**src/rtl/rom_ctrl_scan_fsm.sv**
```systemverilog
// ROM integrity scanner: streams the low ROM region to KMAC, captures the top words as the
// expected digest and compares them against the KMAC result. Rescan from Done: ROM_CTRL_SCAN_RESCAN_EN.
module rom_ctrl_scan_fsm #(
    parameter int RomDepth  = 16,
    parameter int TopCount  = 8,
    parameter int DataWidth = 32,
    localparam int AW  = $clog2(RomDepth),
    localparam int TAW = (TopCount > 1) ? $clog2(TopCount) : 1
) (
    input  logic                            clk_i,
    input  logic                            rst_i,
    output logic                            rom_req_o,
    output logic [AW-1:0]                   rom_addr_o,
    input  logic [DataWidth-1:0]            rom_data_i,
    output logic                            rom_select_o,
    output logic                            kmac_vld_o,
    output logic [DataWidth-1:0]            kmac_data_o,
    output logic                            kmac_last_o,
    input  logic                            kmac_rdy_i,
    input  logic                            kmac_done_i,
    input  logic                            kmac_err_i,
    input  logic [TopCount*DataWidth-1:0]   kmac_digest_i,
    output logic [DataWidth-1:0]            exp_digest_o,
    output logic                            exp_digest_vld_o,
    output logic [TAW-1:0]                  exp_digest_idx_o,
    input  logic                            rescan_req_i,
    output logic                            busy_o,
    output logic                            done_o,
    output logic                            good_o,
    output logic                            alert_o
);

    localparam int              TopStart    = RomDepth - TopCount;
    localparam logic [AW:0]     CntTopStart = (AW+1)'(TopStart);
    localparam logic [AW:0]     CntEnd      = (AW+1)'(RomDepth);
    localparam logic [AW-1:0]   LastLowAddr = AW'(TopStart - 1);
    localparam logic [AW-1:0]   TopAddr     = AW'(TopStart);
    localparam logic [TAW-1:0]  LastIdx     = TAW'(TopCount - 1);

    // Codes are pairwise Hamming distance >= 3; anything else decodes to Invalid.
    typedef enum logic [5:0] {
        ReadLow  = 6'b100110,
        ReadHigh = 6'b010101,
        WaitKmac = 6'b001011,
        WaitRom  = 6'b110011,
        Compare  = 6'b101101,
        Done     = 6'b011110,
        Invalid  = 6'b111000
    } state_e;

    state_e                              state_q, state_d;
    logic                                run_q, alert_q, rescan;
    logic [AW:0]                         cnt_q;
    logic                                pend_q;
    logic [AW-1:0]                       pend_addr_q;
    logic                                buf_vld_q, buf_last_q;
    logic [DataWidth-1:0]                buf_q;
    logic [TopCount-1:0][DataWidth-1:0]  exp_q, dig_q;
    logic [TAW-1:0]                      cmp_idx_q;
    logic                                mismatch_q;

    logic           in_low, in_fetch_hi, kmac_acc, cap_now, cap_last;
    logic [TAW-1:0] cap_idx;

    assign in_low      = (state_q == ReadLow);
    assign in_fetch_hi = (state_q == ReadHigh) || (state_q == WaitRom);
    assign kmac_acc    = buf_vld_q && kmac_rdy_i;
    assign cap_now     = in_fetch_hi && pend_q;
    assign cap_idx     = TAW'(pend_addr_q - TopAddr);
    assign cap_last    = cap_now && (cap_idx == LastIdx);

    // An in-flight read counts as occupying the single buffer slot, so a word can never
    // arrive while the previous one is still waiting for KMAC.
    always_comb begin
        rom_req_o = 1'b0;
        if (in_low) begin
            rom_req_o = run_q && (cnt_q < CntTopStart) && !pend_q && (!buf_vld_q || kmac_acc);
        end else if (in_fetch_hi) begin
            rom_req_o = (cnt_q < CntEnd);
        end
    end

    always_comb begin
        state_d = state_q;
        rescan  = 1'b0;
        case (state_q)
            ReadLow:  if (kmac_acc && buf_last_q) state_d = ReadHigh;
            ReadHigh: begin
                if (cap_last && kmac_done_i) state_d = Compare;
                else if (cap_last)           state_d = WaitKmac;
                else if (kmac_done_i)        state_d = WaitRom;
            end
            WaitKmac: if (kmac_done_i) state_d = Compare;
            WaitRom:  if (cap_last) state_d = Compare;
            Compare:  if (cmp_idx_q == LastIdx) state_d = Done;
            Done: begin
`ifdef ROM_CTRL_SCAN_RESCAN_EN
                if (rescan_req_i) begin
                    state_d = ReadLow;
                    rescan  = 1'b1;
                end
`endif
            end
            Invalid:  state_d = Invalid;
            default:  state_d = Invalid;
        endcase
        if (kmac_done_i && (kmac_err_i || !((state_q == ReadHigh) || (state_q == WaitKmac)))) begin
            state_d = Invalid;
        end
        if (kmac_acc && !in_low) begin
            state_d = Invalid;
        end
    end

`ifndef ROM_CTRL_SCAN_RESCAN_EN
    logic unused_rescan_req;
    assign unused_rescan_req = rescan_req_i;
`endif

    always_ff @(posedge clk_i) begin
        if (rst_i) begin
            state_q <= ReadLow;
            run_q   <= 1'b0;
            alert_q <= 1'b0;
        end else begin
            state_q <= state_d;
            run_q   <= 1'b1;
            alert_q <= alert_q | (state_d == Invalid);
        end

        if (rst_i || rescan) begin
            cnt_q       <= '0;
            pend_q      <= 1'b0;
            pend_addr_q <= '0;
            buf_vld_q   <= 1'b0;
            buf_last_q  <= 1'b0;
            buf_q       <= '0;
            exp_q       <= '0;
            dig_q       <= '0;
            cmp_idx_q   <= '0;
            mismatch_q  <= 1'b0;
        end else begin
            pend_q <= rom_req_o;
            if (rom_req_o) begin
                pend_addr_q <= rom_addr_o;
                cnt_q       <= cnt_q + 1'b1;
            end
            if (in_low && pend_q) begin
                buf_q      <= rom_data_i;
                buf_last_q <= (pend_addr_q == LastLowAddr);
                buf_vld_q  <= 1'b1;
            end else if (kmac_acc || !in_low) begin
                buf_vld_q  <= 1'b0;
            end
            if (cap_now) exp_q[cap_idx] <= rom_data_i;
            if (kmac_done_i) dig_q <= kmac_digest_i;
            if (state_q == Compare) begin
                if (exp_q[cmp_idx_q] != dig_q[cmp_idx_q]) mismatch_q <= 1'b1;
                cmp_idx_q <= cmp_idx_q + 1'b1;
            end
        end
    end

    assign rom_addr_o       = cnt_q[AW-1:0];
    assign rom_select_o     = (state_q != Done);
    assign kmac_vld_o       = buf_vld_q;
    assign kmac_data_o      = buf_q;
    assign kmac_last_o      = buf_vld_q && buf_last_q;
    assign exp_digest_vld_o = cap_now;
    assign exp_digest_idx_o = cap_now ? cap_idx : '0;
    assign exp_digest_o     = cap_now ? rom_data_i : '0;
    assign busy_o           = (state_q != Done) && (state_q != Invalid);
    assign done_o           = (state_q == Done);
    assign good_o           = (state_q == Done) && !mismatch_q;
    assign alert_o          = alert_q;

endmodule

```
**config.mk**
```make
export PLATFORM = sky130hd
export DESIGN_NAME = rom_ctrl_scan_fsm
export DESIGN_NICKNAME = d
export VERILOG_FILES = /design/src/rtl/rom_ctrl_scan_fsm.sv
export SDC_FILE = /design/constraint.sdc
export NUM_CORES = 1
export LEC_CHECK = 0
export CORE_MARGIN = 2
export CORE_UTILIZATION = 49
export CTS_BUF_LIST = sky130_fd_sc_hd__clkbuf_8 sky130_fd_sc_hd__clkbuf_16
export CTS_CLUSTER_SIZE = 14
export DETAILED_ROUTE_END_ITERATION = 16
export PLACE_DENSITY = 0.79
export SLEW_MARGIN = 5
export SYNTH_ARGS = -nofsm -noshare
export SYNTH_HDL_FRONTEND = slang
export SYNTH_SLANG_ARGS = --single-unit
export TNS_END_PERCENT = 1
```
**constraint.sdc**
```tcl
create_clock -name clk_i -period 2.5 [get_ports clk_i]
set_input_delay 0.375 -clock clk_i [delete_from_list [all_inputs] [get_ports clk_i]]
set_output_delay 0.375 -clock clk_i [all_outputs]
set_load 0.03 [all_outputs]
```
---- Yosys cells after proc, flatten, opt, wreduce, memory -nomap -nowiden ----
Cells that the tools add are included.
storage, ports and cells
  flip-flop bits (word level) ............. 568
  bits in latches ......................... 0
  RAM bits ................................ 0
  bits in read-only memories .............. 0
  memories ................................ 0
operators by class
  $add $sub $neg .......................... 3
  multipliers ............................. 0
  div/mod/pow operators ................... 0
  order comparisons ....................... 5
  eq/ne operators ......................... 13
  shift-type cells ........................ 0
  mux-type cells .......................... 24
  bitwise gates (word level) .............. 1
  reductions and logical operators ........ 27
operator list
  cell                                                                     count
  256-bit bitwise mux                                                      1
  32-bit binary-select mux with 3-bit select                               2
  32-bit 2-to-1 mux                                                        4
  32-bit demux with 3-bit select                                           1
  6-bit 2-to-1 mux                                                         9
  6-bit case mux with 6 select lines                                       1
  32-bit inequality test                                                   1
  6-bit == test, second input constant                                     4
  1-bit logical AND                                                        15
  6-bit by 5-bit == test with 1-bit output, second input constant          2
  3-bit by 4-bit < comparator with 1-bit output, second input constant     2
  3-bit == test, second input constant                                     2
  6-bit by 4-bit == test with 1-bit output, second input constant          1
  6-bit by 5-bit inequality test with 1-bit output, second input constant  1
  6-bit inequality test, second input constant                             1
  5-bit by 1-bit adder with 5-bit output, second input constant            1
  1-bit logical NOT                                                        5
  1-bit logical OR                                                         5
  5-bit by 4-bit < comparator with 1-bit output, second input constant     1
  5-bit < comparator, second input constant                                1
  1-bit 2-to-1 mux                                                         5
  4-bit by 3-bit == test with 1-bit output, second input constant          1
  3-bit by 1-bit adder with 3-bit output, second input constant            1
  3-bit by 1-bit >= comparator with 1-bit output, second input constant    1
  other kinds (5)                                                          5

---- Depth between registers and ports, before layout ----
  word-level depth ........................ 11
  depth in mapped cells ................... 10
  gate-level depth less buffers ........... 8

---- Worst setup path before layout ----
No wires, ideal clock.
  path type ............................... register to output
  from .................................... register state_q[1]
  to ...................................... output port good_o
  arrival ................................. 2396 ps
  data required time ...................... 2125 ps
  setup slack ............................. -271 ps
  cell stages (with the launch flop) ...... 6
  buffers on the path ..................... 0
  cells stage by stage .................... dfxtp_1 > nor2b_1 > nand2_1 > nor3_1 > inv_1 > nor2_1
on the way
  word-level cells in the longest chain between the ends .. 2
ends and longest elaborated chain
  item                                      RTL line  RTL
  start, declared                           51        state_e state_q, state_d;
  start signal, assigned                    122       state_q <= ReadLow;
  start signal, assigned                    126       state_q <= state_d;
  6-bit by 5-bit == test with 1-bit output  n/a
  named net done_o                          28        output logic done_o,
  1-bit logical AND                         174       assign good_o = (state_q == Done) && !mismatch_q;
  end, declared                             29        output logic good_o,
The timed path passes the listed nets, and every way through them passes these cells.

---- Worst setup path in the final report ----
  from .................................... register cmp_idx_q[0]
  to ...................................... register mismatch_q
on the way
  word-level cells in the longest chain between the ends .. 4
  elaborated cells on any way between the ends .. 6
ends and longest elaborated chain
  item                                        RTL line  RTL
  start, declared                             59        logic [TAW-1:0] cmp_idx_q;
  start signal, assigned                      159       cmp_idx_q <= cmp_idx_q + 1'b1;
  32-bit binary-select mux with 3-bit select  158       if (exp_q[cmp_idx_q] != dig_q[cmp_idx_q]) mismatch_q <= 1'b1;
  32-bit 2-to-1 mux (implied by the code)     158
  32-bit inequality test *                    158
  2-bit AND reduction (no line) *             n/a
  end signal, assigned                        141       mismatch_q <= 1'b0;
  end signal, assigned                        158
  end, declared                               60        logic mismatch_q;
Every way passes the cells marked *; elsewhere a longest branch is shown, timed or not. The select of a mux whose other input is x is not followed.
A chain may end at the register's enable or synchronous reset.

==> impl_metrics.yaml <==
floorplanning:
  die_area_um2: 50900
  fp.dieW_um: 226
  coreArea_um2: 48700
  initial_core_util_pct: 49.4
  placement_rows: 81
  pin_count: 374
  die_h_um: 226
worst_setup_path:
  regToRegSetupSlack_ps: -170
  cp-endpoint: "mismatch_q$_SDFFE_PP0P_"
  cp.arrival_ps: 3160
  crit_chain: "buf_6, buf_12, mux4_2, xor2_1, nor4_1, a21oi_1, nor4_1, a311oi_1"
  cpLargestDelayFamily: "simple AND/OR/NAND/NOR gates"
  ff2ff_path_depth: 8
  path_max_fanout: 18
  cp.depth: 8
  crit_type: "register to register"
  worstPathRequired_ps: 2990
  rr_startpoint: "cmp_idx_q[0]$_SDFFE_PP0P_"
  critical_path.startpoint: "cmp_idx_q[0]$_SDFFE_PP0P_"
  cpMostUsedCell: "nor4_1"
  reg2reg_to: "mismatch_q$_SDFFE_PP0P_"
  crit_buf_inv: 2
  crit_path_start_kind: "register"
  cp_slowest_stage_delay_ps: 540
  end_kind: "register"
  slowest_stage: "mux4_2"
sta:
  setup_viol: 36
  finalMaxSlewViolations: 0
  worst_pin_slew_ps: 630
  skew_ps: 30.6
  finalHoldViolCount: 0
  final.period_utilization_pct: 107
  rsz0062_at_grt: "true"
  whs_ps: 189
  finalWorstSetupSlack_ps: -172
  timing.slew.headroom_pct: 58.0
  min_period_ps: 2670
  timing.fmax_ghz: 0.374
route:
  vias: 20336
  wl_per_cell_um: 20.5
  drtPass1Iterations: 7
  finalWirelength_um: 76100
  vias_per_cell: 5.49
  drc: 0
  ant_nets: 0
  drt-initial-drc-count: 1874
pwr:
  p_leak_nw: 12.1
  power.share.combinational_pct: 8.5
  power.density_nw_per_um2: 640
  p_sw_mw: 4.57
  intPower_mw: 15.3
  vdd_drop_max_mv: 0.566
  netSwitchingFraction_pct: 23.0
  pwr-share-seq_pct: 47.7
  clkPwrFrac_pct: 43.8
logic_synthesis:
  synth_nets: 2950
  synthArstFlopShare_pct: 0
  synth_top_cell_by_area: "dfxtp_1"
  ys_top_cells_by_count: "nand2_1 (603), dfxtp_1 (568), a21oi_1 (310)"
  synthCells: 2653
  synth_cell_types: 47
  syn-cell-area_um2: 24100
  synth_warnings: 0
  synth_edf_count: 0
  synth_flop_cell: "dfxtp_1"
  synth-seq-area-share_pct: 47.2
  synthTopCellsByArea: "dfxtp_1 (47%), mux2i_1 (11%), nand2_1 (9.4%)"
  avgSynthCellArea_um2: 9.07
  post-synth-top-count-cell: "nand2_1"
  ys_ff_latch: 568
  synth_top_area_share_pct: 47.2
run_status:
  violations: "negative setup slack"
  outcome: "finished with violations"
layout:
  final_nets: 3288
  n_fill_cell: 3829
  fin_area_um2: 31100
  area_growth_pct: 29.2
  stdcell_count: 3704
  multi_input_area_um2: 11900
  regArea_um2: 11400
  fin_util_pct: 63.8
  drive_gt1_share_pct: 11.7
clock_tree:
  cts_tree: "done"
  cts-buffers-inserted: 57
  clk_pin_slew_worst_paths_ps: 60
  clockRootBuffer: "clkbuf_16"
  htree_levels: 2
  clk_latency_ps: 630
  clkSinkCount: 568
  clockBufferDepth: 3
placed_design:
  place_area_um2: 29000
  dp_cells: 3591
  finalWeightedCongestion: 0.884
  hpwl_um: 53900
  place.port_buffers: 372
grt:
  grt_pass1_wl_um: 116000
  grt_pass1_vias: 20165
  grt_max_degree: 98
  grt-ovfl-total: 0
  track_usage_pct: 29.6
  antenna_found_initial: 12
job:
  cap_violations: 0
min_path:
  hold_class: "primary input to register"
## logic make-up after synthesis
| group | synth area share (%) |
|---|---|
| flops | 47.2 |
| xor+xnor | 5.68 |
| mux | 18.5 |
| buf+inv | 3.89 |
| simple gates | 16.9 |
| compound gates | 7.67 |
| fa+ha+maj | 0.156 |
## worst reg2reg max path: stages (launching register included)
cell      delay, ps
dfxtp_4         430
buf_6           230
buf_12          210
mux4_2          550
xor2_1          230
nor4_1          350
a21oi_1         110
nor4_1          320
a311oi_1        140
## flip-flops by register name, summed over array words and instances, names as in the netlist
| signal | flops |
|---|---|
| dig_q | 256 |
| exp_q | 256 |
| kmac_data_o | 32 |
| state_q | 6 |
| cnt_q | 5 |
| pend_addr_q | 4 |
| cmp_idx_q | 3 |
| alert_o | 1 |
| buf_last_q | 1 |
| kmac_vld_o | 1 |
| mismatch_q | 1 |
| pend_q | 1 |
| run_q | 1 |
## worst min-delay path by stage
| stage | startpoint | cells after the start | slack [ps] | end |
|---|---|---|---|---|
| floorplan | exp_q[112]$_SDFFE_PP0P_ | 2 | 430 | exp_q[112]$_SDFFE_PP0P_ |
| global placement | alert_o$_SDFF_PP0_ | 2 | 440 | alert_o$_SDFF_PP0_ |
| detailed placement | alert_o$_SDFF_PP0_ | 2 | 440 | alert_o$_SDFF_PP0_ |
| CTS | rst_i | 2 | 180 | dig_q[218]$_SDFFE_PP0P_ |
| global route | rst_i | 2 | 210 | dig_q[250]$_SDFFE_PP0P_ |
| finish | rst_i | 2 | 190 | buf_last_q$_SDFFE_PP0P_ |
## repair_timing
action                                  4_1_cts  5_1_grt
pin swaps                                     7        2
endpoints found under the setup margin       41       40
hold buffers                                  0        0
buffers inserted                              5        0
gates resized for setup                     124       12
## power groups by stage
stage               registers [mW]  clock network (mW)  logic, mW
global route                  9.51                9.18       1.82
finish                        9.49                8.72       1.70
floorplan                     9.61                   0      0.854
CTS                           9.49                8.80       1.69
global placement              9.68                   0       1.65
detailed placement            9.69                   0       1.67
## per-layer routing
layer | track usage, % | vias to the layer above | share of wire, %
li1 | - | 9572 | -
met1 | 37.8 | 9726 | 40
met2 | 48.7 | 861 | 47
met3 | 6.51 | 167 | 9.2
met4 | 12.2 | 10 | 3.7
met5 | 0 | - | 0.089
## per-stage QoR
stage               power [mW]  setup slack [ps]  TNS (ps)
finish                    19.9              -172     -3430
global route              20.5              -231     -5950
CTS                       20.0              -141     -3720
detailed placement        11.4              -297      -297
global placement          11.3              -268      -268
floorplan                 10.5             -58.8     -58.8
## layout by cell type, fill, tap and decap left out, types with 4 or more instances in the layout
cell type          n
a21oi_1          309
a31oi_1            6
and2_1            33
and3_1             4
buf_12            24
buf_4            103
buf_6              4
buf_8              4
bufinv_16          5
clkbuf_16         58
clkbuf_8          15
clkdlybuf4s15_2   30
clkdlybuf4s50_1  329
clkinv_2           9
dfxtp_1          562
dfxtp_4            4
diode_2            8
inv_1             19
mux2i_1          272
mux4_1            10
mux4_2            65
nand2_1          602
nand2b_1           6
nand3_1            8
nand3b_1           6
nand4_1            5
nor2_1           277
nor3_1            15
nor4_1            12
nor4_2             5
o211ai_1           4
o21ai_0            8
o22ai_1            6
xnor2_1           72
xor2_1            83
## final cells by class
| class | count | area share, % |
|---|---|---|
| flip-flops and latches | 568 | 36.6 |
| diodes | 8 | 0.0644 |
| inverters | 9 | 0.109 |
| repair buffers | 496 | 16.1 |
| clock inverters | 27 | 0.841 |
| well taps | 664 | 2.67 |
| multi-input cells | 1859 | 38.3 |
| clock buffers | 73 | 5.33 |
Power figures use the tool's default switching activity.
